File: src/rtl/rst_seq_pkg.sv
// Shared definitions for the staged reset-release sequencer.
// Holds the FSM state encoding and a small helper for sizing counters.
package rst_seq_pkg;

    localparam int ST_W = 2;

    typedef logic [ST_W-1:0] state_t;

    localparam state_t ST_HOLD    = 2'd0;
    localparam state_t ST_RELEASE = 2'd1;
    localparam state_t ST_DONE    = 2'd2;

    function automatic int max_int(input int a, input int b);
        return (a > b) ? a : b;
    endfunction

endpackage

File: src/rtl/sig_sync.sv
// N-flop synchronizer for a single asynchronous level signal.
// An async clear forces every flop low, so the input reads as low during reset.
module sig_sync #(
    parameter int N = 2
) (
    input  logic clk,
    input  logic rst_n,
    input  logic d,
    output logic q
);

    logic [N-1:0] ff;

    always_ff @(posedge clk or negedge rst_n) begin
        if (!rst_n) begin
            ff <= '0;
        end else begin
            ff <= {ff[N-2:0], d};
        end
    end

    assign q = ff[N-1];

endmodule

File: src/rtl/rst_seq.sv
// Staged reset-release sequencer: qualifies lock, then releases NUM_STAGE
// active-low resets one at a time, STAGE_DLY cycles apart.
//
// state   | meaning
// --------+-----------------------------------------------------------
// HOLD    | all outputs held in reset, filtering synchronized lock
// RELEASE | releasing stages in ascending order, one per STAGE_DLY
// DONE    | every stage released, done_o high
// (3)     | unused encoding, recovers to HOLD
module rst_seq
    import rst_seq_pkg::*;
#(
    parameter int NUM_STAGE   = 4,
    parameter int STAGE_DLY   = 16,
    parameter int LOCK_FILT   = 8,
    parameter int SYNC_STAGES = 2
) (
    input  logic                 clk,
    input  logic                 rst_n,
    input  logic                 lock_i,
    input  logic                 sw_rst_i,
    output logic [NUM_STAGE-1:0] rst_n_o,
    output logic                 done_o,
    output logic [ST_W-1:0]      state_o
);

    localparam int CNT_W = $clog2(max_int(LOCK_FILT, STAGE_DLY) + 1);
    localparam int IDX_W = $clog2(NUM_STAGE + 1);

    localparam logic [CNT_W-1:0]     LOCK_LAST  = CNT_W'(LOCK_FILT - 1);
    localparam logic [CNT_W-1:0]     STAGE_LAST = CNT_W'(STAGE_DLY - 1);
    localparam logic [IDX_W-1:0]     IDX_LAST   = IDX_W'(NUM_STAGE - 1);
    localparam logic [NUM_STAGE-1:0] STAGE_ONE  = NUM_STAGE'(1);

    state_t               state;
    state_t               state_nxt;
    logic [CNT_W-1:0]     cnt;
    logic [CNT_W-1:0]     cnt_nxt;
    logic [IDX_W-1:0]     idx;
    logic [IDX_W-1:0]     idx_nxt;
    logic [NUM_STAGE-1:0] rst_nxt;
    logic                 done_nxt;
    logic                 lock_s;
    logic                 abort;

    sig_sync #(
        .N (SYNC_STAGES)
    ) u_lock_sync (
        .clk   (clk),
        .rst_n (rst_n),
        .d     (lock_i),
        .q     (lock_s)
    );

    assign abort = !lock_s || sw_rst_i;

    always_ff @(posedge clk or negedge rst_n) begin
        if (!rst_n) begin
            state   <= ST_HOLD;
            cnt     <= '0;
            idx     <= '0;
            rst_n_o <= '0;
            done_o  <= 1'b0;
        end else begin
            state   <= state_nxt;
            cnt     <= cnt_nxt;
            idx     <= idx_nxt;
            rst_n_o <= rst_nxt;
            done_o  <= done_nxt;
        end
    end

    always_comb begin
        state_nxt = state;
        case (state)
            ST_HOLD: begin
                if (!abort && cnt == LOCK_LAST) state_nxt = ST_RELEASE;
            end
            ST_RELEASE: begin
                if (abort) begin
                    state_nxt = ST_HOLD;
                end else if (cnt == STAGE_LAST && idx == IDX_LAST) begin
                    state_nxt = ST_DONE;
                end
            end
            ST_DONE: begin
                if (abort) state_nxt = ST_HOLD;
            end
            default: state_nxt = ST_HOLD;
        endcase
    end

    // Abort takes priority over every normal transition and clears the datapath.
    always_comb begin
        cnt_nxt  = cnt;
        idx_nxt  = idx;
        rst_nxt  = rst_n_o;
        done_nxt = done_o;
        if (abort) begin
            cnt_nxt  = '0;
            idx_nxt  = '0;
            rst_nxt  = '0;
            done_nxt = 1'b0;
        end else begin
            case (state)
                ST_HOLD: begin
                    rst_nxt  = '0;
                    done_nxt = 1'b0;
                    if (cnt == LOCK_LAST) begin
                        cnt_nxt = '0;
                        idx_nxt = '0;
                    end else begin
                        cnt_nxt = cnt + CNT_W'(1);
                    end
                end
                ST_RELEASE: begin
                    if (cnt == STAGE_LAST) begin
                        cnt_nxt = '0;
                        idx_nxt = idx + IDX_W'(1);
                        rst_nxt = rst_n_o | (STAGE_ONE << idx);
                        if (idx == IDX_LAST) done_nxt = 1'b1;
                    end else begin
                        cnt_nxt = cnt + CNT_W'(1);
                    end
                end
                ST_DONE: begin
                    cnt_nxt  = '0;
                    rst_nxt  = '1;
                    done_nxt = 1'b1;
                end
                default: begin
                    cnt_nxt  = '0;
                    idx_nxt  = '0;
                    rst_nxt  = '0;
                    done_nxt = 1'b0;
                end
            endcase
        end
    end

    assign state_o = state;

endmodule
File: config.mk
export PLATFORM = sky130hd
export DESIGN_NAME = rst_seq
export DESIGN_NICKNAME = d
export VERILOG_FILES = /design/src/rtl/rst_seq_pkg.sv /design/src/rtl/sig_sync.sv /design/src/rtl/rst_seq.sv
export SDC_FILE = /design/constraint.sdc
export NUM_CORES = 1
export LEC_CHECK = 0
export CORE_MARGIN = 2
export CORE_UTILIZATION = 53
export DETAILED_ROUTE_END_ITERATION = 10
export PLACE_DENSITY_LB_ADDON = 0.3
export SETUP_SLACK_MARGIN = 0.05
export SYNTH_ARGS = -nofsm -noshare
export SYNTH_HDL_FRONTEND = slang
export SYNTH_SLANG_ARGS = --single-unit
File: constraint.sdc
create_clock -name clk -period 1.9 [get_ports clk]
set_input_delay 0.19 -clock clk [delete_from_list [all_inputs] [get_ports clk]]
set_output_delay 0.19 -clock clk [all_outputs]
set_load 0.05 [all_outputs]
# Word level (Yosys, flattened, before mapping)
# Cells that the tools add are included.
# classes
addsub,2
eq_ne,11
shift,1
muxes,20
n_bitwise,1
n_reduce_logical,9
# ops
cell,count
$mux 5,3
$ne 3x3->1 const B,4
$pmux 5 s2,1
$mux 3,3
$pmux 3 s3,1
$mux 2,4
$mux 4,2
$pmux 4 s2,1
$pmux 2 s3,1
$reduce_and 3->1,2
$add 5x1->5 const B,1
$eq 5x3->1 const B,1
$eq 5x4->1 const B,1
$ne 2x2->1 const B,2
$or 4x4->4,1
$shl 1x3->4 const A,1
$add 3x1->3 const B,1
$eq 3x2->1 const B,1
$mux 1,3
$eq 2x1->1 const B,1
$eq 2x2->1 const B,1
$logic_and 1x1->1,2
$logic_not 1->1,2
$logic_not 2->1,1
3 further kinds,3
# totals
ff_bits,17
inputBits,4
elab_cells,50

# Longest topological paths before layout
# Gate-level depths: netlist of the first run.
# logic_depth
ltp_word,6
depth_mapped,9
mapped_depth_nobuf,8

# Cells and area by module
# Synthesis of the first run repeated with hierarchy kept, for this count alone.
# hier_totals
cells_unflattened,96
area_unflattened_um2,987.2
# modules_own_cells
mod,instances,cells_per_inst,area_per_inst_um2
rst_seq,1,94,937.1
sig_sync,1,2,50.0

# Worst setup path before layout of the first run
# No wires, ideal clock.
# synth_timing
kind,reg2reg
start,register state[1] (netlist: state_o[1])
end,register idx[1]
setup_time_ns,0.129
arrival_time_ns,1.766
required_time_ns,1.771
path_slack_ns,0.005
path_stages_with_launch,9
synth_period_minus_slack_ns,1.895
cell_sequence,dfrtp_1 > inv_1 > ha_1 > buf_2 > nor2b_1 > buf_6 > o21ai_1 > a21boi_2 > o22ai_1
# synth_between
elab_chain_len,3
word_cells_on_any_way,9
# synth_lines
item,line_no,text
from (decl),rst_seq.sv:35,state_t state;
from (signal assigned),rst_seq.sv:65,state <= state_nxt;
"$eq 2x1->1, or another cell as far along",rst_seq.sv:105,case (state)
"$ne 3x3->1 (no source line), or another cell as far along",-,
$reduce_and 3->1 (no source line) / $mux 3 (equally long branches),-,
to (signal assigned),rst_seq.sv:67,idx <= idx_nxt;
to (decl),rst_seq.sv:39,logic [IDX_W-1:0] idx;
# Several ways; a longest one is shown, not always the timed one.
# A chain may end at the register's enable or synchronous reset.

# Worst setup path after layout of the first run
# layout_timing
start,register cnt[0]
end,register state[1] (netlist: state_o[1])
# layout_between
elab_chain_len,4
word_cells_on_any_way,7
# layout_lines
item,line_no,text
from (decl),rst_seq.sv:37,logic [CNT_W-1:0] cnt;
from (signal assigned),rst_seq.sv:66,cnt <= cnt_nxt;
$eq 5x4->1 / $eq 5x3->1 (equally long branches),"rst_seq.sv:82, rst_seq.sv:77",
$logic_and 1x1->1 (on tied branches),"rst_seq.sv:82, rst_seq.sv:77",
$ne 3x3->1 (no source line) / $ne 2x2->1 (equally long branches),-,
$reduce_and 3->1 (no source line) *,-,
# Mark *: on every way between the ends. The rest lies on a longest branch, timed or not.

==> metrics.md, run 1 <==
| Metric | Value |
|---|---|
| Post-synth top area cell | dfrtp_1 |
| Crit-path cells | ha_2 > nand3_1 > inv_1 > ha_2 > a21boi_2 > o21a_1 > buf_4 > o22ai_1 |
| Max-slew headroom | 0.670 |
| Fmax achieved | 0.578 GHz |
| CP delay by family, top | compound AO/OA/AOI/OAI gates |
| Final net count | 124 |
| Yosys reg bits | 17 |
| CTS root buf | clkbuf_4 |
| Post-synth top area share | 0.452 |
| DRT iter0 DRCs | 29 |
| Gr ovfl total | 0 |
| First-pass GRT wire length | 3.10 mm |
| Netlist cell types | 29 |
| TritonCTS Sinks | 17 |
| Status | finished clean |
| Fill count | 138 |
| Total power divided by cell area | 517 nW/um^2 |
| Gr usage total | 0.207 |
| CP Class | reg -> reg |
| Commonest non-fill, non-tap cells in the layout | dfrtp_1, inv_1, clkdlybuf4s50_1 |
| Placer Congestion | 0.797 |
| Design area | about 1100 sq um |
| Placed instance area | 1080 sq um |
| Mux share of post-synthesis cell area | 0.0212 |
| P&R area growth vs syn | 20.5% |
| Crit path time final | approximately 1.7 ns |
| Final WL | 1.98 mm |
| H-tree levels | 1 |
| Post-synthesis simple-gate area fraction | 0.116 |
| Clock Skew | 0.00530 ns |
| Switching Share | 0.217 |
| Worst-Margin Slew | 0.494 ns |
| Average size of a mapped cell | 10.2 sq um |
| Via count | about 750 |
| Num CTS Buffers | 3 |
| Initial antenna violation count | 0 |
| DR vias/cell | 5.65 |
| Worst-skew pair later-pin latency | 0.29 ns |
| CP endpoint kind | register |
| CP Max Fanout | 4 |
| Final non-filler cell total | 133 |
| Max-cap violations | 0 |
| Flop pwr share | 0.627 |
| Top Ports | 11 |
| CP dominant cell by count | ha_2 |
| Final Max Slew Viols | 0 |
| Core Area | 1710 sq um |
| WL met3 | 92 microns |
| Critical path's slowest cell | dfrtp_1 |
| Die Ht | 46.2 microns |
| Port Buffers | 10 |
| Post-Synth Adder-Cell Area | 0.146 |
| Gate power share | 0.050 |
| Total net switching power | about 0.13 mW |
| DR top layer | met4 |
| Leading cell type in the layout, fill and taps excluded | dfrtp_1 |
| Part of the power in the clock network | 0.323 |
| Worst hold path type | in -> async |
| # rows | 15 |
| Starting Density | 0.552 |
| Syn. warnings | 0 |
| Share of cells above drive strength 1 | 0.167 |
| Critical path startpoint category | register |
| Synth top area cells | dfrtp_1, ha_1, inv_1 |
| Syn nets | 107 |
| Worst Path Arrival | 1.93 ns |
| Post-Route Utilization | 0.664 |
| Worst vdd ir | 462 uV |
| Main combinational cell family by area after synthesis | compound AO/OA/AOI/OAI gates |
| Setup Viol. Count Final | 0 |
| Synthesized area | 942 sq um |
| Hold buffers post-CTS | 0 |
| HPWL after DPL | 1.48 mm |
| Routed wl met2 | 995 microns |
| Fin crit share | 0.911 |
| Residual DRC count | 0 |
| DR pass1 iterations | 7 |
| Largest net degree at the start of global routing | 11 |
| Number of global-route vias before repair | 722 |
| Antenna-violating nets left | 0 |
| Worst Path Required | ~2.1 ns |
| Post-synthesis cell count | 92 |
| XOR/XNOR Fraction of Synth Area | 0.00930 |
| Clock Pin Slew Worst Setup and Hold Paths | 0.09 ns |
| Chip width | 46.2 microns |
| Biggest cell delay along the critical path | 0.39 ns |
| Register area share after synthesis | 0.452 |
| TritonCTS clock tree | yes |
| Placed instance count | 128 |
| P_int | between 0.4 and 0.5 mW |
| Number of antenna diodes | 0 |
| Critical path buffers and inverters | 2 |
| Routed metal-1 wire length | ~880 microns |
| RSZ-0062 raised after global routing | false |
| Leakage | 0.499 nW |
| Clock Tree Buf Depth | 2 |
| Die Area | ~2100 sq um |
| WL/cell | approximately 15 microns |
| Final Hold Vio Count | 0 |
| Share of the synthesized area in compound gates (AO/OA/AOI/OAI) | 0.194 |
==> power groups by stage <==
stage               combinational [mW]  sequential [mW]  clock, mW
floorplan                       0.0106            0.375          0
finish                          0.0294            0.368      0.189
global placement                0.0287            0.375          0
detailed placement              0.0292            0.375          0
CTS                             0.0294            0.368      0.192
global route                    0.0325            0.369      0.217
==> timing repair <==
item / 4_1_cts / 5_1_grt
resized for setup: 2 / 5
hold endpoints to repair: 0 / 0
buffers inserted: 0 / 1
pin swaps: 0 / 0
setup endpoints to repair: 3 / 7
==> synth_stat cells, drive strengths merged <==
| cell type | n |
|---|---|
| dfrtp | 17 |
| ha | 11 |
| inv | 10 |
| nor2 | 8 |
| a21oi | 6 |
| nand3 | 6 |
| o21ai | 6 |
| a21o | 3 |
| buf | 3 |
| o22ai | 3 |
| a21boi | 2 |
| mux2i | 2 |
| nor2b | 2 |
| o21a | 2 |
| a2111oi | 1 |
| a2bb2oi | 1 |
| nand2 | 1 |
| nand2b | 1 |
| nand4 | 1 |
| o221ai | 1 |
| o31a | 1 |
| o31ai | 1 |
| or3 | 1 |
| or4 | 1 |
| xor2 | 1 |
==> kinds of logic after synthesis <==
kind of cell | Yosys count
AOI/OAI and AO/OA | 27
adders and majority gates | 11
muxes | 2
buffers and inverters | 13
xor gates and xnor gates | 1
DFF | 17
and+or+nand+nor | 21
==> path summary, 6_finish.rpt <==
check | endpoint | from | slack [ns] | depth (start not counted)
worst max-delay path | state_o[1] | cnt[0] | 0.17 | 8
worst min-delay path | rst_n_o[2] | rst_n | 0.22 | 1
worst max register to register | state_o[1] | cnt[0] | 0.17 | 8
worst min register to register | u_lock_sync.ff[1] | u_lock_sync.ff[0] | 0.36 | 0
max in group asynchronous | cnt[0] | rst_n | 1.18 | 2
min in group clk | u_lock_sync.ff[0] | lock_i | 0.33 | 1
==> sequential cells by signal, summed over array words and instances, names as in the netlist <==
register	cells
u_lock_sync.ff	2
idx	3
state_o	2
done_o	1
cnt	5
rst_n_o	4
==> final cells by class <==
| type | count | area, sq um | share of cell area |
|---|---|---|---|
| Clock buffer | 4 | 26.3 | 0.0232 |
| Inverter | 10 | 37.5 | 0.0331 |
| Multi-Input combinational cell | 62 | 475 | 0.419 |
| Sequential cell | 17 | 427 | 0.376 |
| Tap cell | 25 | 31.3 | 0.0276 |
| Timing Repair Buffer | 15 | 138 | 0.121 |
==> per-layer routing <==
metal  global-route usage  vias to the layer above
met2                0.353                       27
met1                0.243                      367
met3               0.0431                        4
met5                    0                        -
met4                0.103                        0
li1                     -                      354
==> metrics by stage <==
step / hold WS (ns) / setup TNS [ns] / setup WS [ns] / total power, mW
floorplan: -0.106 / 0 / 0.129 / 0.385
finish: 0.224 / 0 / 0.169 / 0.587
CTS: 0.222 / 0 / 0.0477 / 0.590
detailed placement: 0.343 / -0.00336 / -0.00336 / 0.404
global placement: 0.336 / 0 / 0.101 / 0.403
global route: 0.229 / 0 / 0.0508 / 0.618
No activity file was read; power rests on OpenSTA's default activity.
==> run 2, diff against run 1 <==
Settings changed: PLACE_DENSITY set to 0.76, PLACE_DENSITY_LB_ADDON 0.3 to unset, TNS_END_PERCENT set to 1.
==> run 2 against run 1 <==
- clock-buffer cell count down 1
- critical path depth unchanged
- worst hold slack worse by 0.019 ns
- total power up 0.85%
- clock skew down 0.0022 ns
- sequential power about the same
- first-iteration DRC count down 66%
- non-clock buffer count down 1
- largest power group unchanged
==> metrics.md, run 2 (synthesis results as in run 1) <==
| Metric | Value |
|---|---|
| Status | finished clean |
| TritonCTS clock tree | yes |
| Regs by FF count | cnt x5, rst_n_o x4, idx x3 |
| Largest register FFs | 5 (unchanged) |
| CP delay by family, top | adder cells |
| Residual DRC count | 0 (unchanged) |
| Crit path time final | 1.72 ns (-0.00825 ns) |
| Largest net degree at the start of global routing | 11 (unchanged) |
| Share of cells above drive strength 1 | 0.159 (-0.00779) |
| Setup Viol. Count Final | 0 (unchanged) |
| Critical path's slowest cell | dfrtp_1 |
| Crit-path cells | ha_2 > nand3_1 > inv_1 > ha_1 > nor2b_2 > o21ai_1 > a21boi_2 > o22ai_1 |
| Fmax achieved | 0.580 GHz (+0.48%) |
| Gr ovfl total | 0 (unchanged) |
| Initial antenna violation count | 0 (unchanged) |
| P&R area growth vs syn | 19.0% |
| WL/cell | 12.9 microns (-13%) |
| Fin crit share | 0.907 (-0.00434) |
| Flop pwr share | 0.622 (-0.005) |
| Biggest cell delay along the critical path | 0.41 ns (+0.02 ns) |
| Final Max Slew Viols | 0 (unchanged) |
| HPWL after DPL | 1.31 mm (-12%) |
| Critical path startpoint category | register |
| First-pass GRT wire length | 2.91 mm (-6.0%) |
| Worst-skew pair later-pin latency | 0.29 ns (about the same) |
| Final net count | 123 (-0.81%) |
| Worst Path Required | 2.12 ns (+0.02 ns) |
| CP Max Fanout | 6 (+2) |
| Die Ht | 46.2 microns (unchanged) |
| Worst hold path type | in -> async |
| Leading cell type in the layout, fill and taps excluded | dfrtp_1 |
| H-tree levels | 1 (unchanged) |
| Leakage | 0.497 nW (-0.35%) |
| CP Class | reg -> reg |
| Num CTS Buffers | 3 (unchanged) |
| CP endpoint kind | register |
| Worst-Margin Slew | 0.492 ns (-0.00138 ns) |
| DR vias/cell | 5.48 (-3.1%) |
| WP depth | 8 (unchanged) |
| Reg2Reg Depth | 8 (unchanged) |
| DR pass1 iterations | 4 (-3) |
| Clock Tree Buf Depth | 2 (unchanged) |
| TritonCTS Sinks | 17 (unchanged) |
| PnR Total Power | 0.592 mW (+0.85%) |
| Max-cap violations | 0 (unchanged) |
| Antenna-violating nets left | 0 (unchanged) |
| Final Hold Vio Count | 0 (unchanged) |
| Top Ports | 11 (unchanged) |
| Via count | 723 (-3.9%) |
| Clock Skew | 0.00310 ns (-0.00220 ns) |
| Worst vdd ir | 385 uV (-17%) |
| Max-slew headroom | 0.671 (+0.000921) |
| Placer Congestion | 0.792 (-0.64%) |
| Starting Density | 0.552 (unchanged) |
| Post-CTS Setup Repair Bufs | 0 (unchanged) |
| Die Area | 2130 sq um (unchanged) |
| Switching Share | 0.229 (+0.0120) |
| DRT iter0 DRCs | 10 (-66%) |
| P_int | 0.456 mW (-0.70%) |
| Final WS setup | 0.177 ns (+0.00825 ns) |
| Final WL | 1.70 mm (-14%) |
| Port Buffers | 10 (unchanged) |
| Number of antenna diodes | 0 (unchanged) |
| # rows | 15 (unchanged) |
| Critical path buffers and inverters | 1 (-1) |
| Worst Path Arrival | 1.94 ns (about the same) |
| Clock Pin Slew Worst Setup and Hold Paths | 0.10 ns (about the same) |
| Number of global-route vias before repair | 709 (-1.8%) |
| Total power divided by cell area | 528 nW/um^2 (+2.1%) |
| Commonest non-fill, non-tap cells in the layout | dfrtp_1, inv_1, ha_1, clkdlybuf4s50_1, nor2_1 |
| Gate power share | 0.049 (about the same) |
| CTS root buf | clkbuf_4 |
| Total net switching power | 0.135 mW (+6.4%) |
| RSZ-0062 raised after global routing | true |
| TNS Setup | 0 ns (unchanged) |
| Dpl ws | 0.0528 ns (+0.0561 ns) |
| Core Area | 1710 sq um (unchanged) |
| Gr usage total | 0.193 (-0.0143) |
| Part of the power in the clock network | 0.329 (+0.006) |
| Chip width | 46.2 microns (unchanged) |
| Reg with most FFs | cnt |
-- run 2: cell count changes in the layout (fill, tap and decap cells not counted), sizes merged --
| cell | change |
|---|---|
| buf | -1 |
| clkbuf | -1 |
| clkinv | +1 |
-- run 2: layout make-up --
class,count,area (sq um)
clock buffers,3,22.5
clock inverters,1,5.00
fillers,124,587
inverters,10,37.5
multi-input cells,62,468
flip-flops and latches,17,427
well taps,25,31.3
repair buffers,14,130
-- run 2: timing repair --
action	in CTS	in global routing
gates cloned	0	0
hold buffers	0	0
endpoints found under the setup margin	3	13
resized for setup	1	4
-- run 2: final timing paths --
kind	to	slack [ns]	start
setup / recovery	idx[1]	0.18	cnt[0]
hold / removal	rst_n_o[3]	0.21	rst_n
setup reg to reg	idx[1]	0.18	cnt[0]
hold reg to reg	u_lock_sync.ff[1]	0.36	u_lock_sync.ff[0]
max in group asynchronous	u_lock_sync.ff[1]	1.21	rst_n
min in group clk	u_lock_sync.ff[0]	0.33	lock_i
-- run 2: power groups by stage --
| stage | clock network (mW) | registers [mW] | logic, mW |
|---|---|---|---|
| floorplan | 0 | 0.375 | 0.0106 |
| global placement | 0 | 0.375 | 0.0288 |
| detailed placement | 0 | 0.375 | 0.0292 |
| CTS | 0.200 | 0.368 | 0.0295 |
| global route | 0.219 | 0.368 | 0.0330 |
| finish | 0.195 | 0.368 | 0.0290 |
-- run 2: per-layer routing --
layer / GRT usage / wire [microns] / vias up / share of wire
li1: - / - / 349 / -
met1: 0.222 / 797 / 356 / 0.47
met2: 0.342 / 830 / 13 / 0.49
met3: 0.0275 / 42 / 5 / 0.025
met4: 0.0971 / 31 / 0 / 0.018
met5: 0 / 0 / - / 0
-- run 2: stage by stage --
step / utilization / hold WS (ns) / cells / instance area (sq um)
after floorplan: - / -0.106 / 92 / 943
after global placement: 0.634 / 0.336 / 128 / 1080
after detailed placement: 0.634 / 0.340 / 128 / 1080
after CTS: 0.651 / 0.220 / 132 / 1110
after global routing: 0.656 / 0.238 / 132 / 1120
final: 0.656 / 0.205 / 132 / 1120
==> run 3, diff against run 2 <==
Settings changed: CORE_MARGIN 2 to unset.
==> run 3 against run 2 <==
- non-clock buffer count unchanged
- cell area rose by 1.6%
- total power is 0.42% higher
- setup slack got worse by 0.0048 ns
- sequential power hardly changed
- global-route usage hardly changed
- clock-buffer cell count is 1 higher
- combinational power rose by 6.9%
- sequential cell count is the same
- critical path type unchanged
- critical endpoint is now rst_n_o[0]
==> metrics.md, run 3 (synthesis results as in run 1) <==
| Metric | Value |
|---|---|
| Status | finished clean |
| Initial antenna violation count | 0 (unchanged) |
| HPWL after DPL | 1.22 mm (-6.5%) |
| Share of cells above drive strength 1 | 0.196 (+0.0374) |
| Worst-skew pair later-pin latency | 0.29 ns (about the same) |
| WL/cell | 13.7 microns (+6.5%) |
| Max-slew headroom | 0.668 (-0.00270) |
| Top Ports | 11 (unchanged) |
| Leading cell type in the layout, fill and taps excluded | dfrtp_1 |
| Total net switching power | 0.133 mW (-1.8%) |
| Placed instance count | 119 (-7.0%) |
| Crit-path cells | ha_4 > nand3_1 > inv_1 > ha_2 > nor2b_2 > buf_4 > or3_4 > o21ai_2 |
| CP endpoint | rst_n_o[0] |
| Met2 Resource Use GR | 0.315 (-0.0270) |
| Fill count | 109 (-12%) |
| Chip width | 44.2 microns (-4.3%) |
| Num CTS Buffers | 3 (unchanged) |
| CP endpoint kind | register |
| CTS root buf | clkbuf_4 |
| Critical path's slowest cell | dfrtp_1 |
| TNS Setup | 0 ns (unchanged) |
| Final Hold Vio Count | 0 (unchanged) |
| Worst r2r dst | rst_n_o[0] |
| Reg2reg start | cnt[0] |
| Reg2Reg Depth | 8 (unchanged) |
| P&R area growth vs syn | 20.8% |
| H-tree levels | 1 (unchanged) |
| Port Buffers | 10 (unchanged) |
| RSZ-0062 raised after global routing | false |
| Number of global-route vias before repair | 677 (-4.5%) |
| Met3 Usage GRT | 0.0245 (-0.00296) |
| Final net count | 123 (unchanged) |
| Fin crit share | 0.909 (+0.00252) |
| Die Ht | 44.2 microns (-4.3%) |
| TritonCTS clock tree | yes |
| Leakage | 0.501 nW (+0.74%) |
| Flop pwr share | 0.620 (-0.002) |
| Gr usage total | 0.193 (+0.000441) |
| Antenna-violating nets left | 0 (unchanged) |
| Worst-Margin Slew | 0.496 ns (+0.00404 ns) |
| Commonest non-fill, non-tap cells in the layout | dfrtp_1, inv_1, clkdlybuf4s50_1 |
| Max-cap violations | 0 (unchanged) |
| Clock Pin Slew Worst Setup and Hold Paths | 0.10 ns (about the same) |
| Largest net degree at the start of global routing | 11 (unchanged) |
| TritonCTS Sinks | 17 (unchanged) |
| Placer Congestion | 0.849 (+7.2%) |
| DRT iter0 DRCs | 13 (+3) |
| Worst hold path type | in -> async |
| # rows | 14 (-1) |
| Critical path startpoint category | register |
| Gate power share | 0.052 (+0.003) |
| PnR Total Power | 0.594 mW (+0.42%) |
| Crit path time final | 1.73 ns (+0.00478 ns) |
| Core Area | 1580 sq um (-7.7%) |
| Clock Skew | 0.00325 ns (+0.000155 ns) |
| Final non-filler cell total | 123 (-6.8%) |
| Via count | 705 (-2.5%) |
| Switching Share | 0.224 (-0.00512) |
| Part of the power in the clock network | 0.327 (-0.002) |
| Met1 Use GR | 0.255 (+0.0329) |
| Number of antenna diodes | 0 (unchanged) |
| Hold slack | 0.205 ns (+0.0000460 ns) |
| Reg with most FFs | cnt |
| Starting Density | 0.598 (+0.0460) |
| Regs by FF count | cnt x5, rst_n_o x4, idx x3 |
| Setup Viol. Count Final | 0 (unchanged) |
| Crit. Startpoint | cnt[0] |
| Worst Path Required | 2.13 ns (about the same) |
| Total power divided by cell area | 522 nW/um^2 (-1.1%) |
| DR vias/cell | 5.73 (+4.6%) |
| P_int | 0.461 mW (+1.1%) |
| Grt peak-use layer | met2 |
| Reg2Reg Setup Slack | 0.17 ns (about the same) |
| Fmax achieved | 0.579 GHz (-0.28%) |
| First-pass GRT wire length | 2.78 mm (-4.5%) |
| CP Max Fanout | 5 (-1) |
| Clock Tree Buf Depth | 2 (unchanged) |
| Final WL | 1.69 mm (-0.76%) |
| CP Class | reg -> reg |
| DR pass1 iterations | 6 (+2) |
| Worst Path Arrival | 1.95 ns (about the same) |
| Biggest cell delay along the critical path | 0.41 ns (about the same) |
| Die Area | 1950 sq um (-8.5%) |
| Residual DRC count | 0 (unchanged) |
| Worst vdd ir | 345 uV (-10%) |
| Largest register FFs | 5 (unchanged) |
| Final Max Slew Viols | 0 (unchanged) |
| Gr ovfl total | 0 (unchanged) |
[run 3: worst min-delay path by stage]
stage                       from                end  slack [ns]  cells past startpoint
2_1_floorplan              rst_n             cnt[0]       -0.11                      0
3_3_place_gp   u_lock_sync.ff[0]  u_lock_sync.ff[1]        0.34                      0
3_5_place_dp   u_lock_sync.ff[0]  u_lock_sync.ff[1]        0.35                      0
4_1_cts                    rst_n         rst_n_o[3]        0.22                      1
5_1_grt                    rst_n         rst_n_o[1]        0.25                      1
6_report                   rst_n         rst_n_o[1]        0.21                      1
[run 3: area by class of cell]
type                    instances  area (sq um)  share of cell area
well taps                      16          20.0              0.0176
inverters                      10          37.5              0.0330
repair buffers                 14           130               0.114
flip-flops and latches         17           427               0.375
clock buffers                   4          26.3              0.0231
multi-input cells              62           498               0.437
[run 3: through the flow]
stage / setup WS, ns / area (sq um) / utilization
after global routing: 0.0506 / 1140 / 0.722
after detailed placement: 0.0894 / 1070 / 0.680
after global placement: 0.150 / 1070 / 0.680
after CTS: 0.0788 / 1100 / 0.697
after floorplan: 0.129 / 943 / -
final: 0.172 / 1140 / 0.722
[run 3: worst max-delay path: cells and delay by family, from the launching register on]
kind,cells,cell delay (ns)
adder cells (fa/ha/maj),2,0.38
flip-flops,1,0.41
AO/OA/AOI/OAI,1,0.12
buffers and inverters,2,0.24
AND/OR/NAND/NOR,3,0.53
[run 3: repair_timing]
action	in CTS	in global routing
setup buffers	0	0
pin swaps	0	3
gates resized for setup	1	10
hold buffers	0	0
setup endpoints to repair	2	11
[run 3: power groups by stage]
| stage | combinational (mW) | sequential, mW | clock [mW] |
|---|---|---|---|
| after floorplan | 0.0106 | 0.375 | 0 |
| after global placement | 0.0300 | 0.375 | 0 |
| after detailed placement | 0.0303 | 0.375 | 0 |
| after CTS | 0.0304 | 0.368 | 0.198 |
| after global routing | 0.0355 | 0.369 | 0.211 |
| final | 0.0310 | 0.369 | 0.195 |
[run 3: metal layers]
| layer | vias up | wire length, microns |
|---|---|---|
| li1 | 356 | - |
| met1 | 335 | 839 |
| met2 | 10 | 789 |
| met3 | 4 | 36 |
| met4 | 0 | 23 |
| met5 | - | 0 |
